File: src/rtl/buf_pingpong_ctrl_pkg.sv
// ----------------------------------------------------------------------------
// buf_ctrl_pkg
//   Shared types for the ping-pong buffer controller.
//   exec_state_t : execute-side ownership FSM (idle / bank granted)
//   bank_t       : one-bit bank index (bank 0 / bank 1)
// ----------------------------------------------------------------------------
package buf_ctrl_pkg;

  typedef enum logic [0:0] {
    E_IDLE = 1'b0,
    E_GNT  = 1'b1
  } exec_state_t;

  typedef logic bank_t;

endpackage

File: src/rtl/buf_pingpong_ctrl.sv
// ----------------------------------------------------------------------------
// buf_pingpong_ctrl
//   Sequencer for a double-buffered weight/activation buffer. A valid/ready
//   word stream is written into the current update bank; a bank that has
//   received its full fill length is marked full and handed to the execute
//   side, one bank at a time and strictly in fill order. The execute side
//   returns a bank with a single-cycle exec_done pulse.
//
// Ports
//   clk, rst          : clock, synchronous active-high reset
//   s_data/s_valid    : stream word in
//   s_ready           : stream word accepted when s_valid & s_ready
//   updt_len          : words per fill (0 means 2^BUF_UPDT_ADDR_WIDTH),
//                       sampled on the first beat of each fill
//   buf_updt_wr_en    : registered byte write enables to the buffer
//   buf_updt_sel      : registered bank select of the write
//   buf_updt_addr     : registered word address of the write
//   buf_updt_data     : registered write data
//   exec_req          : execute side asks for a full bank
//   exec_gnt          : a full bank is owned by the execute side
//   exec_done         : execute side finished with the granted bank
//   buf_exec_sel      : bank the execute side reads
//   bank_full         : per-bank full flags
// ----------------------------------------------------------------------------
module buf_pingpong_ctrl
  import buf_ctrl_pkg::*;
#(
  parameter int BUF_UPDT_ADDR_WIDTH = 8,
  parameter int BUF_UPDT_DATA_WIDTH = 32
) (
  input  logic                             clk,
  input  logic                             rst,
  input  logic [BUF_UPDT_DATA_WIDTH-1:0]   s_data,
  input  logic                             s_valid,
  output logic                             s_ready,
  input  logic [BUF_UPDT_ADDR_WIDTH:0]     updt_len,
  output logic [BUF_UPDT_DATA_WIDTH/8-1:0] buf_updt_wr_en,
  output logic                             buf_updt_sel,
  output logic [BUF_UPDT_ADDR_WIDTH-1:0]   buf_updt_addr,
  output logic [BUF_UPDT_DATA_WIDTH-1:0]   buf_updt_data,
  input  logic                             exec_req,
  output logic                             exec_gnt,
  input  logic                             exec_done,
  output logic                             buf_exec_sel,
  output logic [1:0]                       bank_full
);

  localparam int AW    = BUF_UPDT_ADDR_WIDTH;
  localparam int DW    = BUF_UPDT_DATA_WIDTH;
  localparam int BE_W  = DW / 8;
  localparam int LEN_W = AW + 1;

  localparam logic [AW-1:0]    CNT_ZERO = {AW{1'b0}};
  localparam logic [AW-1:0]    CNT_ONE  = AW'(1'b1);
  localparam logic [LEN_W-1:0] LEN_ONE  = LEN_W'(1'b1);
  localparam logic [LEN_W-1:0] LEN_MAX  = {1'b1, {AW{1'b0}}};
  localparam logic [LEN_W-1:0] LEN_ZERO = {LEN_W{1'b0}};

  // Fill state
  logic [AW-1:0]    cnt_q, cnt_d;
  logic [LEN_W-1:0] len_q, len_d;
  bank_t            wr_bank_q, wr_bank_d;

  // Bank flags
  logic [1:0]       full_q, full_d;

  // Exec FSM
  exec_state_t      state_q, state_d;
  bank_t            rd_bank_q, rd_bank_d;

  // Registered write port
  logic [BE_W-1:0]  wr_en_q, wr_en_d;
  logic             updt_sel_q, updt_sel_d;
  logic [AW-1:0]    addr_q, addr_d;
  logic [DW-1:0]    data_q, data_d;

  logic             accept_s;
  logic [LEN_W-1:0] first_len_s;
  logic [LEN_W-1:0] cur_len_s;
  logic             last_s;
  logic             done_s;

  assign s_ready  = ~rst & ~full_q[wr_bank_q];
  assign accept_s = s_valid & s_ready;

  // A zero length encodes a whole bank; the extra length bit holds 2^AW.
  assign first_len_s = (updt_len == LEN_ZERO) ? LEN_MAX : updt_len;
  // The length in force is the live input on the first beat, the latched one after.
  assign cur_len_s   = (cnt_q == CNT_ZERO) ? first_len_s : len_q;
  assign last_s      = accept_s & ({1'b0, cnt_q} == (cur_len_s - LEN_ONE));
  // exec_done only counts while a bank is actually granted.
  assign done_s      = (state_q == E_GNT) & exec_done;

  assign exec_gnt       = (state_q == E_GNT);
  assign buf_exec_sel   = rd_bank_q;
  assign bank_full      = full_q;
  assign buf_updt_wr_en = wr_en_q;
  assign buf_updt_sel   = updt_sel_q;
  assign buf_updt_addr  = addr_q;
  assign buf_updt_data  = data_q;

  // Fill counter next state: advance per accepted beat, wrap and switch bank on the last.
  always_comb begin
    cnt_d     = cnt_q;
    len_d     = len_q;
    wr_bank_d = wr_bank_q;
    if (accept_s) begin
      len_d = cur_len_s;
      if (last_s) begin
        cnt_d     = CNT_ZERO;
        wr_bank_d = ~wr_bank_q;
      end else begin
        cnt_d     = cnt_q + CNT_ONE;
        wr_bank_d = wr_bank_q;
      end
    end else begin
      cnt_d     = cnt_q;
      len_d     = len_q;
      wr_bank_d = wr_bank_q;
    end
  end

  // Bank flag next state: set and clear always hit different banks, so both apply.
  always_comb begin
    full_d = full_q;
    if (last_s) begin
      full_d[wr_bank_q] = 1'b1;
    end else begin
      full_d[wr_bank_q] = full_q[wr_bank_q];
    end
    if (done_s) begin
      full_d[rd_bank_q] = 1'b0;
    end else begin
      full_d[rd_bank_q] = full_d[rd_bank_q];
    end
  end

  // Exec FSM next state: grant the oldest full bank, release it on exec_done.
  always_comb begin
    state_d   = state_q;
    rd_bank_d = rd_bank_q;
    case (state_q)
      E_IDLE: begin
        if (exec_req & full_q[rd_bank_q]) begin
          state_d = E_GNT;
        end else begin
          state_d = E_IDLE;
        end
      end
      E_GNT: begin
        if (exec_done) begin
          state_d   = E_IDLE;
          rd_bank_d = ~rd_bank_q;
        end else begin
          state_d   = E_GNT;
        end
      end
      default: begin
        state_d   = E_IDLE;
        rd_bank_d = rd_bank_q;
      end
    endcase
  end

  // Write port next state: one registered write per accepted beat, otherwise enables low.
  always_comb begin
    if (accept_s) begin
      wr_en_d    = {BE_W{1'b1}};
      updt_sel_d = wr_bank_q;
      addr_d     = cnt_q;
      data_d     = s_data;
    end else begin
      wr_en_d    = {BE_W{1'b0}};
      updt_sel_d = updt_sel_q;
      addr_d     = addr_q;
      data_d     = data_q;
    end
  end

  // Fill counter, latched length and update bank registers.
  always_ff @(posedge clk) begin
    if (rst) begin
      cnt_q     <= CNT_ZERO;
      len_q     <= LEN_ZERO;
      wr_bank_q <= 1'b0;
    end else begin
      cnt_q     <= cnt_d;
      len_q     <= len_d;
      wr_bank_q <= wr_bank_d;
    end
  end

  // Bank full flag registers.
  always_ff @(posedge clk) begin
    if (rst) begin
      full_q <= 2'b00;
    end else begin
      full_q <= full_d;
    end
  end

  // Exec FSM state and read bank registers.
  always_ff @(posedge clk) begin
    if (rst) begin
      state_q   <= E_IDLE;
      rd_bank_q <= 1'b0;
    end else begin
      state_q   <= state_d;
      rd_bank_q <= rd_bank_d;
    end
  end

  // Buffer write port registers.
  always_ff @(posedge clk) begin
    if (rst) begin
      wr_en_q    <= {BE_W{1'b0}};
      updt_sel_q <= 1'b0;
      addr_q     <= CNT_ZERO;
      data_q     <= {DW{1'b0}};
    end else begin
      wr_en_q    <= wr_en_d;
      updt_sel_q <= updt_sel_d;
      addr_q     <= addr_d;
      data_q     <= data_d;
    end
  end

endmodule

File: config.mk
export PLATFORM = sky130hd
export DESIGN_NAME = buf_pingpong_ctrl
export DESIGN_NICKNAME = d
export VERILOG_FILES = /design/src/rtl/buf_pingpong_ctrl_pkg.sv /design/src/rtl/buf_pingpong_ctrl.sv
export SDC_FILE = /design/constraint.sdc
export NUM_CORES = 1
export LEC_CHECK = 0
export CAP_MARGIN = 40
export CORE_UTILIZATION = 44
export CTS_BUF_LIST = sky130_fd_sc_hd__clkbuf_8
export DETAILED_ROUTE_END_ITERATION = 8
export GPL_TIMING_DRIVEN = 0
export PLACE_DENSITY = 0.79
export SLEW_MARGIN = 20
export SYNTH_ARGS = -nofsm -noshare
export SYNTH_HDL_FRONTEND = slang
export SYNTH_SLANG_ARGS = --single-unit
File: constraint.sdc
create_clock -name clk -period 3.3 [get_ports clk]
set_input_delay 0.66 -clock clk [delete_from_list [all_inputs] [get_ports clk]]
set_output_delay 0.66 -clock clk [all_outputs]
set_load 0.1 [all_outputs]
==> results.yml, run 1 <==
logic_synthesis:
  ys_ff_latch: 64
  ys.warnings.count: 0
  synth_enable_flop_cells: 0
  yosysUniqueCellTypes: 57
  yosys.area.top_type: "dfxtp_1"
  syn_area_mm2: 0.003133
  synth-main-ff-cell: "dfxtp_1"
  avgSynthCellArea_um2: 8.013
  syn-num-nets: 440
  synth_area_leaders: "dfxtp_1, nand2_1, a21oi_1, xnor2_1, clkbuf_1"
  netlist_instances: 391
  synth_top_area_share_pct: 40.89
  yosysSeqAreaShare_pct: 40.89
  ys_top_cells_by_count: "nand2_1, dfxtp_1, a21oi_1"
  synth.most_common_cell: "nand2_1"
  synthArstFlopShare_pct: 0
clock_network:
  clkTransAtPathRegs_ps: 80
  cts_inserted_buffers: 9
  clk_path_buf_depth: 2
  clkSinkCount: 64
  hold_buffers: 0
  worstSkewPairLatency_ps: 350
  tritoncts: "built"
  cts_root_buffer: "clkbuf_8"
  htree_num_levels: 3
floorplanning:
  die_h_um: 86.38
  die_area_mm2: 0.007462
  pin_count: 96
  rows: 30
  die_w_um: 86.38
  core_region_area_mm2: 0.006832
  floorplan.initialDensity_pct: 45.86
place:
  portBuffers: 95
  dp.cells: 632
  placed_area_mm2: 0.005106
  post-dp-hpwl_um: 7601
  place_worst_setup_slack_ps: -415.8
  gp_congestion: 0.8519
global_routing:
  grt_pass1_vias: 3512
  grt_pass1_wl_um: 17190
  grt_most_used_layer: "met2"
  globalRouteMet2Util_pct: 54.83
  grt.met1_usage_pct: 34.19
  grtUsageTotal_pct: 30.24
  overflow: 0
  antenna_found_initial: 0
  grt_max_degree: 13
  use_met3_pct: 6.095
setup_path:
  slowest_stage: "or4b_4"
  arrival_ps: 3770
  crit_path_start_kind: "flop"
  rr_worst_depth: 13
  regToRegSetupSlack_ps: -200
  r2r_start: "cnt_q[1]$_SDFFE_PP0P_"
  max_stage_delay_ps: 520
  crit_chain: "inv_4 > ha_4 > or4b_4 > nor2_8 > mux2i_2 > ha_2 > nor3b_4 > nand2_2 > o41ai_4 > a31oi_2 > nor3_4 > a41oi_2 > a311oi_2"
  end_kind: "flop"
  r2r_end: "bank_full[1]$_SDFF_PP0_"
  path_class: "reg2reg"
  critPathMaxFanout: 5
  critPathRequiredTime_ps: 3570
drt:
  drtPass1Iterations: 5
  vias: 3707
  wirelength_um: 11740
  first_iter_violations: 387
  wire_per_inst_um: 17.66
  drc: 0
  avgViaCountPerCell: 5.574
  antenna_left: 0
sta:
  slew_viol_final: 0
  setup-tns-final_ps: -1521
  setup_slack_ps: -195.4
  finalHoldViolCount: 0
  period_needed_ps: 3495
  fmax_ghz: 0.2861
  rsz0062_at_grt: "yes"
  maxSlewHeadroom_pct: 52.47
  clock_skew_ps: 7.615
  hold_ws_ps: 456.3
  period_share_pct: 105.9
  finalSetupViolations: 10
  tightest_slew_ps: 707.4
worst_hold_path:
  hold_path_class: "reg2reg"
  min_path_cells: 2
  hold_path_end: "buf_updt_data[30]$_SDFFE_PP0P_"
  hold_start: "buf_updt_data[30]$_SDFFE_PP0P_"
cells_and_area:
  antenna_cells: 0
  fin_area_mm2: 0.005578
  fin_cells: 665
  syn2layout_area_growth_pct: 78.04
  layout-drive-gt1-share_pct: 24.08
  finalNetCount: 613
status:
  status: "finished, violations left"
  failed_checks: "negative setup slack"
power:
  ir_drop_mv: 0.3103
  power_leakage_nw: 2.097
  powerDensity_mw_per_mm2: 453.7
run:
  maxCapViolCount: 0
-- stage by stage --
stage          total power, mW  utilization [%]
2_1_floorplan            1.314                -
3_3_place_gp             1.477            61.92
3_5_place_dp             1.583            74.74
4_1_cts                  2.399            79.41
5_1_grt                  2.601            81.65
6_report                 2.531            81.65
-- cell families after synthesis --
logic type	after synthesis	share of synthesized area, %
XOR/XNOR	18	5.032
multiplexers	8	2.676
flip-flops	64	40.89
buffers and inverters	37	5.431
AO/OA/AOI/OAI	89	17.77
AND/OR/NAND/NOR	172	27.00
adder cells (fa/ha/maj)	3	1.198
-- sequential cells by signal, indices dropped and copies added (netlist names) --
register,cells
buf_updt_data,32
len_q,9
buf_updt_addr,8
cnt_q,8
bank_full,2
buf_exec_sel,1
buf_updt_sel,1
buf_updt_wr_en,1
exec_gnt,1
wr_bank_q,1
-- worst max-delay path by stage --
stage / cells past startpoint / endpoint / slack (ps) / start
global route: 13 / bank_full[1]$_SDFF_PP0_ / -330 / cnt_q[0]$_SDFFE_PP0P_
global placement: 14 / bank_full[1]$_SDFF_PP0_ / -370 / cnt_q[0]$_SDFFE_PP0P_
detailed placement: 14 / bank_full[1]$_SDFF_PP0_ / -420 / cnt_q[0]$_SDFFE_PP0P_
finish: 13 / bank_full[1]$_SDFF_PP0_ / -200 / cnt_q[1]$_SDFFE_PP0P_
floorplan: 14 / bank_full[1]$_SDFF_PP0_ / 2 / cnt_q[0]$_SDFFE_PP0P_
CTS: 14 / bank_full[1]$_SDFF_PP0_ / 3 / cnt_q[1]$_SDFFE_PP0P_
-- worst max-delay path, delay by kind of cell (launching register included) --
kind / cells / cell delay [ps]
AO/OA/AOI/OAI: 4 / 920
adder cells (fa/ha/maj): 2 / 400
buffers and inverters: 1 / 70
flip-flops: 1 / 360
multiplexers: 1 / 260
AND/OR/NAND/NOR: 5 / 1400
-- cell type report --
class | instances | area [um2]
Fill cell | 358 | 1254
Timing Repair Buffer | 164 | 1969
Inverter | 9 | 38.79
Tap cell | 96 | 120.1
Clock buffer | 10 | 137.6
Sequential cell | 64 | 1289
Multi-Input combinational cell | 290 | 1810
Buffer | 26 | 121.4
Clock inverter | 6 | 91.34
-- power breakdown --
part	switching (mW)	total (mW)	internal (mW)
Sequential	0.0301	0.836	0.806
Combinational	0.509	0.911	0.403
Clock	0.333	0.783	0.450
-- metal layers --
| layer | wire length [um] | share of wire [%] |
|---|---|---|
| met1 | 4449 | 38 |
| met2 | 6091 | 52 |
| met3 | 764 | 6.5 |
| met4 | 436 | 3.7 |
| met5 | 0 | 0 |
-- placed cells by master (no fill, tap or decap), types with 3 or more instances in the layout --
cell type	instances
nand2_1	103
a21oi_1	54
buf_16	10
nand3_1	7
clkbuf_1	18
nand4_1	4
clkbuf_8	10
clkdlybuf4s50_1	95
and2_1	3
xor2_1	5
buf_8	40
mux2i_1	3
nor2_2	6
xnor2_1	12
buf_4	22
nor3_1	5
nor2_1	16
buf_2	4
a31oi_1	3
inv_1	6
a211oi_1	5
or3_1	3
dfxtp_1	62
nand2b_1	6
-- what timing repair did --
action                                  in CTS  in global routing
gates resized for setup                      7                 18
pin swaps                                    4                 24
endpoints found under the setup margin      11                 11
buffers inserted                             8                 12
No activity file was read; power rests on OpenSTA's default activity.
==> run 2, diff against run 1 <==
- REMOVE_ABC_BUFFERS: default -> 1
==> results.yml, run 2 (same netlist as run 1, synthesis figures left out) <==
status:
  status: "finished, violations left"
  failed_checks: "negative setup slack"
cells_and_area:
  final_cell_mix: "nand2_1, clkdlybuf4s50_1, dfxtp_1"
  fin_area_mm2: 0.005431
  utilization_pct: 79.51
  antenna_cells: 0
  fin_cells: 641
  layout-drive-gt1-share_pct: 23.67
  finalNetCount: 591
  largest_reg_flops: 32
  mostFrequentLayoutCell: "nand2_1"
  fill_cells: 391
  syn2layout_area_growth_pct: 73.36
power:
  combPwrFrac_pct: 38.7
  internal_power_mw: 1.522
  powerDensity_mw_per_mm2: 434.4
  p_sw_mw: 0.8371
  power_leakage_nw: 2.039
  switching_share_pct: 35.48
  clkPwrFrac_pct: 25.6
  ir_drop_mv: 0.3285
  power_frac_seq_pct: 35.6
global_routing:
  grtUsageTotal_pct: 28.17
  grt_max_degree: 54
  overflow: 0
  antenna_found_initial: 0
  grt_pass1_wl_um: 16260
  grt_pass1_vias: 3478
drt:
  avgViaCountPerCell: 5.599
  antenna_left: 0
  first_iter_violations: 418
  wire_per_inst_um: 16.88
  wirelength_um: 10820
  drtPass1Iterations: 5
  vias: 3589
  drc: 0
place:
  dp.cells: 606
  gp_congestion: 0.8773
  placed_area_mm2: 0.004964
  portBuffers: 95
  post-dp-hpwl_um: 6927
setup_path:
  end_kind: "flop"
  path_class: "reg2reg"
  cp_top_family: "simple AND/OR/NAND/NOR gates"
  arrival_ps: 3780
  crit_path_start_kind: "flop"
  path_buf_inv: 2
  max_stage_delay_ps: 500
  crit_chain: "inv_4 > ha_4 > or4b_4 > nor2_8 > mux2i_2 > ha_2 > nor3b_4 > nand2_2 > o41ai_4 > a31oi_4 > nor3_4 > buf_6 > a31o_4 > nor2_2"
  critPathMaxFanout: 6
  critPathRequiredTime_ps: 3530
  slowest_stage: "or4b_4"
clock_network:
  htree_num_levels: 3
  clkTransAtPathRegs_ps: 70
  clkSinkCount: 64
  cts_inserted_buffers: 9
  cts_root_buffer: "clkbuf_8"
  tritoncts: "built"
  clk_path_buf_depth: 2
  worstSkewPairLatency_ps: 350
sta:
  tightest_slew_ps: 689.5
  slew_viol_final: 0
  setup_slack_ps: -245.8
  finalSetupViolations: 11
  hold_ws_ps: 453.7
  period_share_pct: 107.4
  rsz0062_at_grt: "yes"
  fmax_ghz: 0.2820
  maxSlewHeadroom_pct: 53.68
  finalHoldViolCount: 0
  clock_skew_ps: 12.30
  period_needed_ps: 3546
floorplanning:
  die_h_um: 86.38
  floorplan.initialDensity_pct: 45.86
  rows: 30
  die_area_mm2: 0.007462
  die_w_um: 86.38
  pin_count: 96
  core_region_area_mm2: 0.006832
worst_hold_path:
  hold_path_class: "reg2reg"
run:
  maxCapViolCount: 0
-- run 2: path summary, 6_finish.rpt --
| kind | to | slack (ps) | startpoint | cells after the start |
|---|---|---|---|---|
| worst max-delay path | cnt_q[2]$_SDFFE_PP0P_ | -250 | cnt_q[1]$_SDFFE_PP0P_ | 14 |
| worst min-delay path | buf_updt_addr[6]$_SDFFE_PP0P_ | 450 | buf_updt_addr[6]$_SDFFE_PP0P_ | 2 |
| worst max register to register | cnt_q[2]$_SDFFE_PP0P_ | -250 | cnt_q[1]$_SDFFE_PP0P_ | 14 |
| worst min register to register | buf_updt_addr[6]$_SDFFE_PP0P_ | 450 | buf_updt_addr[6]$_SDFFE_PP0P_ | 2 |
-- run 2: worst register-to-register path, delay by kind of cell (launching register included) --
family,cells,cell delay [ps]
and+or+nand+nor,6,1370
DFF,1,360
AOI/OAI and AO/OA,3,790
adders and majority gates,2,410
muxes,1,280
buffers and inverters,2,220
-- run 2: timing repair --
item,in CTS,in global routing
pin swaps,3,19
resized for setup,11,17
setup endpoints to repair,11,11
setup buffers,9,12
hold buffers,0,0
endpoints found under the hold margin,0,0
-- run 2: area by class of cell --
class	count	area, um2	share of cell area [%]
clock inverters	3	18.77	0.3455
well taps	96	120.1	2.211
multi-input cells	290	1788	32.92
flip-flops and latches	64	1289	23.73
repair buffers	168	2026	37.30
clock buffers	11	151.4	2.787
inverters	9	38.79	0.7141
-- run 2: stage by stage --
step / setup TNS (ps) / power, mW / setup WS (ps)
global route: -2975 / 2.433 / -299.9
CTS: 0 / 2.209 / 3.753
finish: -2262 / 2.360 / -245.8
floorplan: -153010 / 1.290 / -2747
detailed placement: -4355 / 1.561 / -446.3
global placement: -147790 / 1.460 / -2818
-- run 2: routing by layer --
metal	GRT usage (%)	up-vias	part of all wire, %
met2	51.44	201	52
met3	4.476	69	6.3
met4	17.12	0	5.9
li1	-	1635	-
met5	0	-	0
met1	30.51	1684	36
-- run 2: power groups by stage --
stage	sequential (mW)	combinational [mW]	clock [mW]
finish	0.841	0.914	0.605
global route	0.845	0.952	0.636
CTS	0.838	0.766	0.604
detailed placement	0.853	0.708	0
global placement	0.851	0.609	0
floorplan	1.00	0.286	0
==> run 3, diff against run 2 <==
- GPL_TIMING_DRIVEN: 0 -> default
==> results.yml, run 3 (same netlist as run 1, synthesis figures left out) <==
floorplanning:
  floorplan.initialDensity_pct: 45.86
  die_h_um: 86.38
  rows: 30
  core_region_area_mm2: 0.006832
  die_area_mm2: 0.007462
  pin_count: 96
  die_w_um: 86.38
sta:
  tightest_slew_ps: 688.4
  setup_slack_ps: 128.0
  maxSlewHeadroom_pct: 53.75
  period_share_pct: 96.12
  clock_skew_ps: 9.249
  finalHoldViolCount: 0
  setup-tns-final_ps: 0
  fmax_ghz: 0.3153
  hold_ws_ps: 454.9
  slew_viol_final: 0
  period_needed_ps: 3172
  finalSetupViolations: 0
drt:
  avgViaCountPerCell: 5.072
  first_iter_violations: 165
  wirelength_um: 8473
  drc: 0
  wire_per_inst_um: 14.24
  antenna_left: 0
  drtPass1Iterations: 4
  vias: 3018
cells_and_area:
  largest_reg_flops: 32
  fin_area_mm2: 0.004400
  fin_cells: 595
  finalNetCount: 543
  antenna_cells: 0
  utilization_pct: 64.41
  mostFrequentLayoutCell: "nand2_1"
  final_cell_mix: "nand2_1, buf_4, dfxtp_1"
  syn2layout_area_growth_pct: 40.46
  layout-drive-gt1-share_pct: 25.25
global_routing:
  antenna_found_initial: 0
  grt_pass1_wl_um: 13140
  overflow: 0
  grtUsageTotal_pct: 22.51
  grt_max_degree: 60
  grt_pass1_vias: 2699
place:
  dp.cells: 574
  place_worst_setup_slack_ps: 74.83
  gp_congestion: 0.9255
  portBuffers: 95
  post-dp-hpwl_um: 5936
  placed_area_mm2: 0.004100
run:
  maxCapViolCount: 0
clock_network:
  worstSkewPairLatency_ps: 340
  clkTransAtPathRegs_ps: 80
  clkSinkCount: 64
  clk_path_buf_depth: 2
  htree_num_levels: 3
  tritoncts: "built"
  cts_root_buffer: "clkbuf_8"
  cts_inserted_buffers: 9
status:
  status: "completed"
worst_hold_path:
  hold_path_class: "reg2reg"
power:
  powerDensity_mw_per_mm2: 499.4
  p_total_mw: 2.198
  power_leakage_nw: 1.729
  ir_drop_mv: 0.3206
setup_path:
  path_class: "reg2reg"
  critPathRequiredTime_ps: 3530
  end_kind: "flop"
  critPathMaxFanout: 7
  arrival_ps: 3400
  crit_path_start_kind: "flop"
-- run 3: metal layers --
layer | GRT usage, % | share of wire [%] | wire length, um
met3 | 5.143 | 4.5 | 379
met5 | 0 | 0 | 0
met2 | 37.95 | 50 | 4252
met4 | 7.879 | 1.6 | 132
met1 | 28.28 | 44 | 3708
-- run 3: worst paths after layout --
kind | cells after the start | startpoint | to | slack [ps]
worst max register to register | 14 | cnt_q[1]$_SDFFE_PP0P_ | wr_bank_q$_SDFFE_PP0P_ | 130
worst min-delay path | 2 | buf_updt_data[16]$_SDFFE_PP0P_ | buf_updt_data[16]$_SDFFE_PP0P_ | 450
worst min register to register | 2 | buf_updt_data[16]$_SDFFE_PP0P_ | buf_updt_data[16]$_SDFFE_PP0P_ | 450
worst max-delay path | 14 | cnt_q[1]$_SDFFE_PP0P_ | wr_bank_q$_SDFFE_PP0P_ | 130
-- run 3: worst max-delay path, stage by stage, from the launching register on --
cell and delay [ps]:
dfxtp_2 330, inv_2 70, ha_4 140, or4b_4 510, nor2_8 160, mux2i_4 270, ha_2 220, nor3b_2 160
buf_4 160, nor4_2 40, a31oi_1 190, o211ai_2 100, and4b_4 400, a311oi_2 110, a41o_1 220
-- run 3: repair_timing --
action	CTS	global route
setup endpoints to repair	0	11
setup buffers	0	5
hold buffers	0	0
resized for setup	0	14
-- run 3: area by class of cell --
type	count	area (um2)
Fill cell	615	2431
Multi-Input combinational cell	290	1747
Sequential cell	64	1282
Timing Repair Buffer	120	1021
Clock buffer	9	123.9
Tap cell	96	120.1
Clock inverter	7	72.57
Inverter	9	33.78
-- run 3: power breakdown --
part	switching [mW]	internal [mW]
clock network	0.317	0.350
registers	0.0277	0.806
logic	0.421	0.276
